$ cat src/rtl/wide_add_sequencer_if.sv
// ---------------------------------------------------------------------------
// wide_add_sequencer_if
// Purpose : operand/result handshake bundle for wide_add_sequencer.
// Signals : in_valid/in_ready/a/b/cin (operand side, plus sub when
//           WIDE_ADD_SUB_EN is defined), out_valid/out_ready/sum/cout
//           (result side), busy (status).
// Modports: master = requester/consumer side, slave = the sequencer.
// Optional: WIDE_ADD_SUB_EN adds the 1-bit 'sub' operand-side request.
// ---------------------------------------------------------------------------
interface wide_add_sequencer_if #(
    parameter int N = 32,
    parameter int K = 4
);
    localparam int W = N * K;

    logic         in_valid;
    logic         in_ready;
    logic [W-1:0] a;
    logic [W-1:0] b;
    logic         cin;
`ifdef WIDE_ADD_SUB_EN
    logic         sub;
`endif
    logic         out_valid;
    logic         out_ready;
    logic [W-1:0] sum;
    logic         cout;
    logic         busy;

`ifdef WIDE_ADD_SUB_EN
    modport master (output in_valid, a, b, cin, sub, out_ready,
                    input  in_ready, out_valid, sum, cout, busy);
    modport slave  (input  in_valid, a, b, cin, sub, out_ready,
                    output in_ready, out_valid, sum, cout, busy);
`else
    modport master (output in_valid, a, b, cin, out_ready,
                    input  in_ready, out_valid, sum, cout, busy);
    modport slave  (input  in_valid, a, b, cin, out_ready,
                    output in_ready, out_valid, sum, cout, busy);
`endif
endinterface

$ cat src/rtl/wide_add_sequencer.sv
// ---------------------------------------------------------------------------
// wide_add_sequencer
// Purpose : adds two W = N*K bit operands with one N-bit adder slice reused
//           over K cycles, least significant slice first. The slice carry is
//           registered between cycles. One operation in flight at a time.
// Ports   : i_clk  - clock, rising edge
//           i_rst  - synchronous reset, active-high
//           bus    - wide_add_sequencer_if.slave (operand/result handshakes,
//                    busy status)
// Optional: WIDE_ADD_SUB_EN - adds 'sub'; when set at accept, b is inverted
//           and the initial carry forced to 1 so the result is a - b.
// Timing  : out_valid rises K cycles after the accept edge; all outputs are
//           driven straight from registers.
// ---------------------------------------------------------------------------
module wide_add_sequencer #(
    parameter int N = 32,
    parameter int K = 4
) (
    input  logic                  i_clk,
    input  logic                  i_rst,
    wide_add_sequencer_if.slave   bus
);
    localparam int W  = N * K;
    localparam int IW = (K > 1) ? $clog2(K) : 1;

    localparam logic [IW-1:0] IDX_LAST = IW'(K - 1);

    localparam logic [1:0] ST_IDLE = 2'd0;
    localparam logic [1:0] ST_RUN  = 2'd1;
    localparam logic [1:0] ST_DONE = 2'd2;

    logic [1:0]    r_state;
    logic [IW-1:0] r_idx;
    logic          r_carry;
    logic [W-1:0]  r_a;
    logic [W-1:0]  r_b;
    logic [W-1:0]  r_sum;
    logic          r_cout;
    logic          r_in_ready;
    logic          r_out_valid;
    logic          r_busy;

    logic [N-1:0]  w_a_slice;
    logic [N-1:0]  w_b_slice;
    logic [N:0]    w_slice_res;
    logic          w_b_invert;
    logic          w_carry_init;

    // Selects operand slice idx with an AND-OR mux so no latch or priority chain is built.
    always_comb begin
        w_a_slice = {N{1'b0}};
        w_b_slice = {N{1'b0}};
        for (int k = 0; k < K; k++) begin
            w_a_slice = w_a_slice | (r_a[k*N +: N] & {N{r_idx == IW'(k)}});
            w_b_slice = w_b_slice | (r_b[k*N +: N] & {N{r_idx == IW'(k)}});
        end
    end

    // The single N-bit slice adder; bit N is the slice carry-out.
    always_comb begin
        w_slice_res = {1'b0, w_a_slice} + {1'b0, w_b_slice} + {{N{1'b0}}, r_carry};
    end

    // Operand conditioning at accept: subtraction is a + ~b + 1.
    always_comb begin
`ifdef WIDE_ADD_SUB_EN
        w_b_invert   = bus.sub;
        w_carry_init = bus.sub ? 1'b1 : bus.cin;
`else
        w_b_invert   = 1'b0;
        w_carry_init = bus.cin;
`endif
    end

    // Control FSM and datapath registers.
    always_ff @(posedge i_clk) begin
        if (i_rst) begin
            r_state     <= ST_IDLE;
            r_idx       <= {IW{1'b0}};
            r_carry     <= 1'b0;
            r_a         <= {W{1'b0}};
            r_b         <= {W{1'b0}};
            r_sum       <= {W{1'b0}};
            r_cout      <= 1'b0;
            r_in_ready  <= 1'b1;
            r_out_valid <= 1'b0;
            r_busy      <= 1'b0;
        end else begin
            case (r_state)
                ST_IDLE: begin
                    if (bus.in_valid && r_in_ready) begin
                        r_a        <= bus.a;
                        r_b        <= w_b_invert ? ~bus.b : bus.b;
                        r_carry    <= w_carry_init;
                        r_idx      <= {IW{1'b0}};
                        r_state    <= ST_RUN;
                        r_in_ready <= 1'b0;
                        r_busy     <= 1'b1;
                    end else begin
                        r_in_ready <= 1'b1;
                        r_busy     <= 1'b0;
                    end
                end
                ST_RUN: begin
                    // Only the slice being computed is written; the others hold.
                    for (int k = 0; k < K; k++) begin
                        if (r_idx == IW'(k)) begin
                            r_sum[k*N +: N] <= w_slice_res[N-1:0];
                        end
                    end
                    r_carry <= w_slice_res[N];
                    if (r_idx == IDX_LAST) begin
                        r_cout      <= w_slice_res[N];
                        r_out_valid <= 1'b1;
                        r_state     <= ST_DONE;
                    end else begin
                        r_idx <= r_idx + IW'(1);
                    end
                end
                ST_DONE: begin
                    if (bus.out_ready) begin
                        r_out_valid <= 1'b0;
                        r_busy      <= 1'b0;
                        r_in_ready  <= 1'b1;
                        r_state     <= ST_IDLE;
                    end
                end
                default: begin
                    // Unreachable encoding: fall back to a clean idle.
                    r_state     <= ST_IDLE;
                    r_idx       <= {IW{1'b0}};
                    r_in_ready  <= 1'b1;
                    r_out_valid <= 1'b0;
                    r_busy      <= 1'b0;
                end
            endcase
        end
    end

    assign bus.in_ready  = r_in_ready;
    assign bus.out_valid = r_out_valid;
    assign bus.sum       = r_sum;
    assign bus.cout      = r_cout;
    assign bus.busy      = r_busy;

endmodule

$ cat src/flat_wrapper.sv
// flat-port wrapper written by rule: the top's interface ports become plain ports
module wide_add_sequencer_flat 
#(
    parameter int N = 32,
    parameter int K = 4
)
  (i_clk, i_rst, bus_in_valid, bus_a, bus_b, bus_cin, bus_out_ready, bus_in_ready, bus_out_valid, bus_sum, bus_cout, bus_busy);
  wide_add_sequencer_if #(.N(N), .K(K)) bus_i ();
  input  logic i_clk;
  input  logic i_rst;
  input wire logic [$bits(bus_i.in_valid)-1:0] bus_in_valid;
  input wire logic [$bits(bus_i.a)-1:0] bus_a;
  input wire logic [$bits(bus_i.b)-1:0] bus_b;
  input wire logic [$bits(bus_i.cin)-1:0] bus_cin;
  input wire logic [$bits(bus_i.out_ready)-1:0] bus_out_ready;
  output wire logic [$bits(bus_i.in_ready)-1:0] bus_in_ready;
  output wire logic [$bits(bus_i.out_valid)-1:0] bus_out_valid;
  output wire logic [$bits(bus_i.sum)-1:0] bus_sum;
  output wire logic [$bits(bus_i.cout)-1:0] bus_cout;
  output wire logic [$bits(bus_i.busy)-1:0] bus_busy;
  assign bus_i.in_valid = bus_in_valid;
  assign bus_i.a = bus_a;
  assign bus_i.b = bus_b;
  assign bus_i.cin = bus_cin;
  assign bus_i.out_ready = bus_out_ready;
  assign bus_in_ready = bus_i.in_ready;
  assign bus_out_valid = bus_i.out_valid;
  assign bus_sum = bus_i.sum;
  assign bus_cout = bus_i.cout;
  assign bus_busy = bus_i.busy;
  wide_add_sequencer #(.N(N), .K(K)) u_core (.i_clk(i_clk), .i_rst(i_rst), .bus(bus_i));
endmodule
$ cat config.mk
export PLATFORM = sky130hd
export DESIGN_NAME = wide_add_sequencer_flat
export DESIGN_NICKNAME = d
export VERILOG_FILES = /design/src/rtl/wide_add_sequencer_if.sv /design/src/rtl/wide_add_sequencer.sv /design/src/flat_wrapper.sv
export SDC_FILE = /design/constraint.sdc
export NUM_CORES = 1
export LEC_CHECK = 0
export CAP_MARGIN = 20
export CORE_UTILIZATION = 30
export CTS_CLUSTER_DIAMETER = 200
export CTS_CLUSTER_SIZE = 25
export DETAILED_ROUTE_END_ITERATION = 10
export SLEW_MARGIN = 15
export SYNTH_ARGS = -nofsm -noshare
export SYNTH_HDL_FRONTEND = slang
export SYNTH_SLANG_ARGS = --single-unit
$ cat constraint.sdc
create_clock -name i_clk -period 7.5 [get_ports i_clk]
set_input_delay 1.125 -clock i_clk [delete_from_list [all_inputs] [get_ports i_clk]]
set_output_delay 1.125 -clock i_clk [all_outputs]
set_load 0.02 [all_outputs]
==> results.toml, run 1 <==
[synthesis]
yosys.cell_count.top_type = "nand2_1"
yosysWarningCount = 0
synth_top_area_share = 0.4607
syn-num-nets = 2538
ys_top_cells_by_count = "nand2_1, dfxtp_1, a21oi_1"
syn_inst = 2240
synthTopCellsByArea = "dfxtp_1, nand2_1, a21oi_1"
synth_cell_types = 69
synthFlopType = "dfxtp_1"
syn_avg_cell_area_um2 = 7.624
synth_seq_cells = 393
ys_seq_area_frac = 0.4607
synth-edff-count = 0
synth_top_cell_by_area = "dfxtp_1"
syn_area_um2 = 17080
async_flop_share = 0

[setup_path]
r2r_slack_ns = 2.86
worstRegToRegCells = 15
worst_setup_path_start_kind = "flop"
crit_arrival_ns = 5.10
cp_slowest_cell = "a2111oi_1"
crit_cells = 15
cp_cell_sequence = "inv_1, ha_2, buf_4, a22o_1, a221oi_1, fa_1, inv_1, fa_1, a21o_1, a31o_1, a2111oi_1, nor2_1, o311ai_4, nand2_1, a21oi_1"
worst-path-buf-inv = 3
crit_required_ns = 7.96
critPathTopFamily = "compound AO/OA/AOI/OAI gates"
worst-path-max-fanout = 43
critPathMaxStageDelay_ns = 0.59
path_class = "reg2reg"
critPathCaptureType = "flop"

[routing]
ant_nets = 0
wirelength_mm = 63.35
vias = 16690
viasPerCell = 5.135
drc = 0
drtPass1Iterations = 5
wl_per_cell_um = 19.49
dr.first_iter.drc_count = 1572

[floorplan]
coreArea_um2 = 56280
die_y_um = 240.6
ioPinCount = 393
die_w_um = 240.6
start_util = 0.3035
die_area_um2 = 57880
rows = 87

[sta]
setup_viol = 0
hold_slack_ns = 0.4573
rsz0062_at_grt = "no"
relSlewSlack = 0.1626
period_share = 0.6192
tightestPinTransition_ns = 1.256
hold_viol_final = 0
drv_slew = 0
maxClockFrequency_ghz = 0.2153
period_minus_slack_ns = 4.644
fin_skew_ns = 0.01718
tns_ns = 0

[clocking]
clockBufferDepth = 3
postCtsSetupBuffers = 0
cts_hold_buf = 0
clock-root-buffer = "clkbuf_16"
worstSkewPairLatency_ns = 0.54
clock_sinks = 393
numCtsBuffers = 19
cts_tree = "done"
post_cts_resize_count = 0
clk_transition_reported_paths_ns = 0.10
htreeDepth = 1

[min_path]
worst_hold_path_type = "reg2reg"
whs_path_depth = 2

[cells_and_area]
drive_gt1_frac = 0.02727
design_area_um2 = 21960
nNetsFinal = 2793
nFillCells = 5814
n_antenna_cell = 0
syn_to_final_growth_pct = 28.59

[power_and_ir_drop]
powerDensity_nw_per_um2 = 192.6
max-vdd-ir-drop_mv = 0.1072
power.leakage_nw = 7.856
power_mw = 4.230

[run]
drv_cap = 0

[global_routing]
grt_pass1_wl_mm = 94.84
grt_overflow = 0
grt_max_degree = 252
antenna_found_initial = 0
grt_pass1_vias = 15800
track_usage = 0.2129

[placed_design]
io_buffers = 392
gp_congestion = 0.8772
dp_hpwl_mm = 46.49
placed_area_um2 = 21480

[outcome]
status = "complete, no violations"
layer usage:
layer	global-route usage	wire, um	share of wire	vias to the layer above
li1	-	-	-	8165
met1	0.3000	28920	0.46	7883
met2	0.3482	29490	0.47	579
met3	0.02379	3622	0.057	61
met4	0.04536	1322	0.021	0
met5	0	0	0	-
worst register-to-register path: cells and delay by family, from the launching register on:
family	cells	cell delay (ns)
AOI/OAI and AO/OA	7	2.16
adders and majority gates	3	1.06
buffers and inverters	3	0.58
DFF	1	0.48
and+or+nand+nor	2	0.30
cells by family after synthesis:
group,after synthesis,synth area share
xor gates and xnor gates,17,0.008718
adders and majority gates,37,0.02799
and+or+nand+nor,969,0.2333
buffers and inverters,183,0.04132
AOI/OAI and AO/OA,637,0.2256
muxes,4,0.002345
DFF,393,0.4607
power breakdown:
part | switching, mW | internal, mW | leakage [nW]
clock | 0.677 | 0.460 | 0.239
sequential | 0.0630 | 2.20 | 3.21
combinational | 0.515 | 0.317 | 4.41
total | 1.25 | 2.98 | 7.86
stage by stage:
stage,util,std cells,setup slack [ns]
6_report,0.3902,3250,2.856
5_1_grt,0.3902,3250,2.544
4_1_cts,0.3902,3250,2.861
3_5_place_dp,0.3816,3230,2.893
3_3_place_gp,0.3816,3230,2.989
2_1_floorplan,-,2240,3.882
flip-flops by register name, indices dropped and copies added, names as in the netlist:
name                  count
u_core.bus.sum          128
u_core.r_a              128
u_core.r_b              128
u_core.r_idx              2
u_core.r_state            2
u_core.bus.busy           1
u_core.bus.cout           1
u_core.bus.in_ready       1
u_core.bus.out_valid      1
u_core.r_carry            1
placed cells by master (no fill, tap or decap), types with 5 or more instances in the layout:
cell and n:
nor2_1 70, a22oi_1 125, ha_1 31, o21ai_1 8, or3_1 5, a31oi_1 8, buf_4 14, nand3b_1 6
and2_1 8, nand2_1 737, dfxtp_1 393, nand3_1 77, inv_1 8, a211oi_1 13, nand4_1 22, or4_1 9
o311ai_1 10, clkdlybuf4s50_1 391, nor2b_1 7, a21o_1 10, nor3_1 7, xor2_1 11, a21oi_1 366, xnor2_1 6
o21bai_1 5, clkbuf_16 19, o21ai_0 45
path summary, 6_finish.rpt:
check	start	endpoint
setup / recovery	u_core.r_idx[1]$_SDFFE_PP0P_	u_core.bus.sum[74]$_SDFFE_PP0P_
hold / removal	u_core.r_a[98]$_SDFFE_PP0P_	u_core.r_a[98]$_SDFFE_PP0P_
setup reg to reg	u_core.r_idx[1]$_SDFFE_PP0P_	u_core.bus.sum[74]$_SDFFE_PP0P_
hold reg to reg	u_core.r_a[98]$_SDFFE_PP0P_	u_core.r_a[98]$_SDFFE_PP0P_
area by class of cell:
class	instances	area, um^2	area share
well taps	756	945.9	0.04307
multi-input cells	1664	8554	0.3896
inverters	9	33.78	0.001538
flip-flops and latches	393	7868	0.3583
repair buffers	408	4074	0.1855
clock buffers	19	475.5	0.02165
clock inverters	1	8.758	0.0003988
Power figures use the tool's default switching activity.
==> inputs of run 2 (changes only) <==
Clock period 7.5 ns to 4.45 ns, I/O delays scaled along.
==> run 2 against run 1 <==
Net effect:
- first-iteration DRC count fell by 20%
- cell count up 0.31%
- core utilization grew 0.26 points
- routed wire length increased by 0.82%
- fmax is 13% higher
- combinational power increased by 72%
- largest power group unchanged
- sequential share of layout area is 0.24 points lower
==> results.toml, run 2 (synthesized netlist as in run 1, its figures left out) <==
[power_and_ir_drop]
max-vdd-ir-drop_mv = 0.1946
p_switching_mw = 2.147
pwr-share-comb = 0.200
clockPowerShare = 0.269
power_mw = 7.175
swShare = 0.2992
internal_power_mw = 5.028
power.leakage_nw = 7.929
powerDensity_nw_per_um2 = 324.6
p_seq_frac = 0.531

[outcome]
status = "complete, no violations"

[setup_path]
worst-path-max-fanout = 18
cp_cell_sequence = "inv_1, ha_4, a22o_1, a221oi_1, fa_1, inv_1, fa_1, a21o_1, a311o_1, o211ai_2, a21oi_1, o21ai_2, nand2_1, o311ai_0"
critPathMaxStageDelay_ns = 0.49
worst_setup_path_start_kind = "flop"
path_class = "reg2reg"
crit_required_ns = 4.89
cp_slowest_cell = "dfxtp_1"
critPathCaptureType = "flop"
crit_arrival_ns = 4.56

[cells_and_area]
fin_util = 0.3928
nNetsFinal = 2803
drive_gt1_frac = 0.03115
final_common_cell = "nand2_1"
syn_to_final_growth_pct = 29.44
layout_common_cells = "nand2_1, dfxtp_1, clkdlybuf4s50_1"
design_area_um2 = 22110
n_antenna_cell = 0
fin_cells = 3260

[global_routing]
grt_pass1_vias = 15940
antenna_found_initial = 2
track_usage = 0.2134
grt_pass1_wl_mm = 94.67
grt_overflow = 0
grt_max_degree = 238

[clocking]
postCtsSetupBuffers = 0
cts_hold_buf = 0
clock-root-buffer = "clkbuf_16"
cts_tree = "done"
post_cts_resize_count = 0
clockBufferDepth = 3
clk_transition_reported_paths_ns = 0.10
clock_sinks = 393
numCtsBuffers = 19
worstSkewPairLatency_ns = 0.55
htreeDepth = 1

[floorplan]
coreArea_um2 = 56280
rows = 87
die_w_um = 240.6
start_util = 0.3035
die_area_um2 = 57880
die_y_um = 240.6
ioPinCount = 393

[routing]
vias = 16830
ant_nets = 0
wirelength_mm = 63.87
viasPerCell = 5.163
drtPass1Iterations = 5
dr.first_iter.drc_count = 1257
wl_per_cell_um = 19.59
drc = 0

[sta]
maxClockFrequency_ghz = 0.2428
setup_viol = 0
hold_viol_final = 0
rsz0062_at_grt = "no"
fin_skew_ns = 0.01453
tightestPinTransition_ns = 1.139
relSlewSlack = 0.2405
drv_slew = 0
hold_slack_ns = 0.4594
setup_ws_ns = 0.3313
tns_ns = 0
period_share = 0.9256
period_minus_slack_ns = 4.119

[run]
drv_cap = 0

[placed_design]
io_buffers = 392
dpl_worst_slack_ns = 0.3489
dp_hpwl_mm = 47.30
gp_congestion = 0.8646
placed_cells = 3240
placed_area_um2 = 21620

[min_path]
worst_hold_path_type = "reg2reg"
run 2: worst max-delay path, delay by kind of cell, from the launching register on:
family	cells	cell delay [ns]
buffers and inverters	2	0.23
flip-flops	1	0.49
AND/OR/NAND/NOR	1	0.16
AO/OA/AOI/OAI	8	2.16
adder cells (fa/ha/maj)	3	0.95
run 2: worst paths after layout:
kind	cells past startpoint	endpoint	start	slack, ns
hold / removal	2	u_core.r_a[34]$_SDFFE_PP0P_	u_core.r_a[34]$_SDFFE_PP0P_	0.46
setup reg to reg	14	u_core.bus.sum[30]$_SDFFE_PP0P_	u_core.r_idx[0]$_SDFFE_PP0P_	0.33
setup / recovery	14	u_core.bus.sum[30]$_SDFFE_PP0P_	u_core.r_idx[0]$_SDFFE_PP0P_	0.33
hold reg to reg	2	u_core.r_a[34]$_SDFFE_PP0P_	u_core.r_a[34]$_SDFFE_PP0P_	0.46
run 2: power groups by stage:
stage / Sequential [mW] / Combinational (mW) / Clock, mW
3_3_place_gp: 3.88 / 1.42 / 0
5_1_grt: 3.83 / 1.56 / 2.10
2_1_floorplan: 3.89 / 0.749 / 0
6_report: 3.81 / 1.43 / 1.93
3_5_place_dp: 3.89 / 1.43 / 0
4_1_cts: 3.81 / 1.44 / 1.98
run 2: routing by layer:
| metal | routed length (um) | track usage | vias to the layer above |
|---|---|---|---|
| li1 | - | - | 8195 |
| met1 | 28140 | 0.2842 | 7989 |
| met2 | 29790 | 0.3553 | 581 |
| met3 | 4361 | 0.03774 | 63 |
| met4 | 1562 | 0.05289 | 4 |
| met5 | 15 | 0 | - |
run 2: layout make-up:
class	count	area (um^2)
multi-input cells	1664	8554
repair buffers	418	4219
clock buffers	19	475.5
inverters	9	33.78
fillers	5814	34170
well taps	756	945.9
flip-flops and latches	393	7868
clock inverters	1	8.758
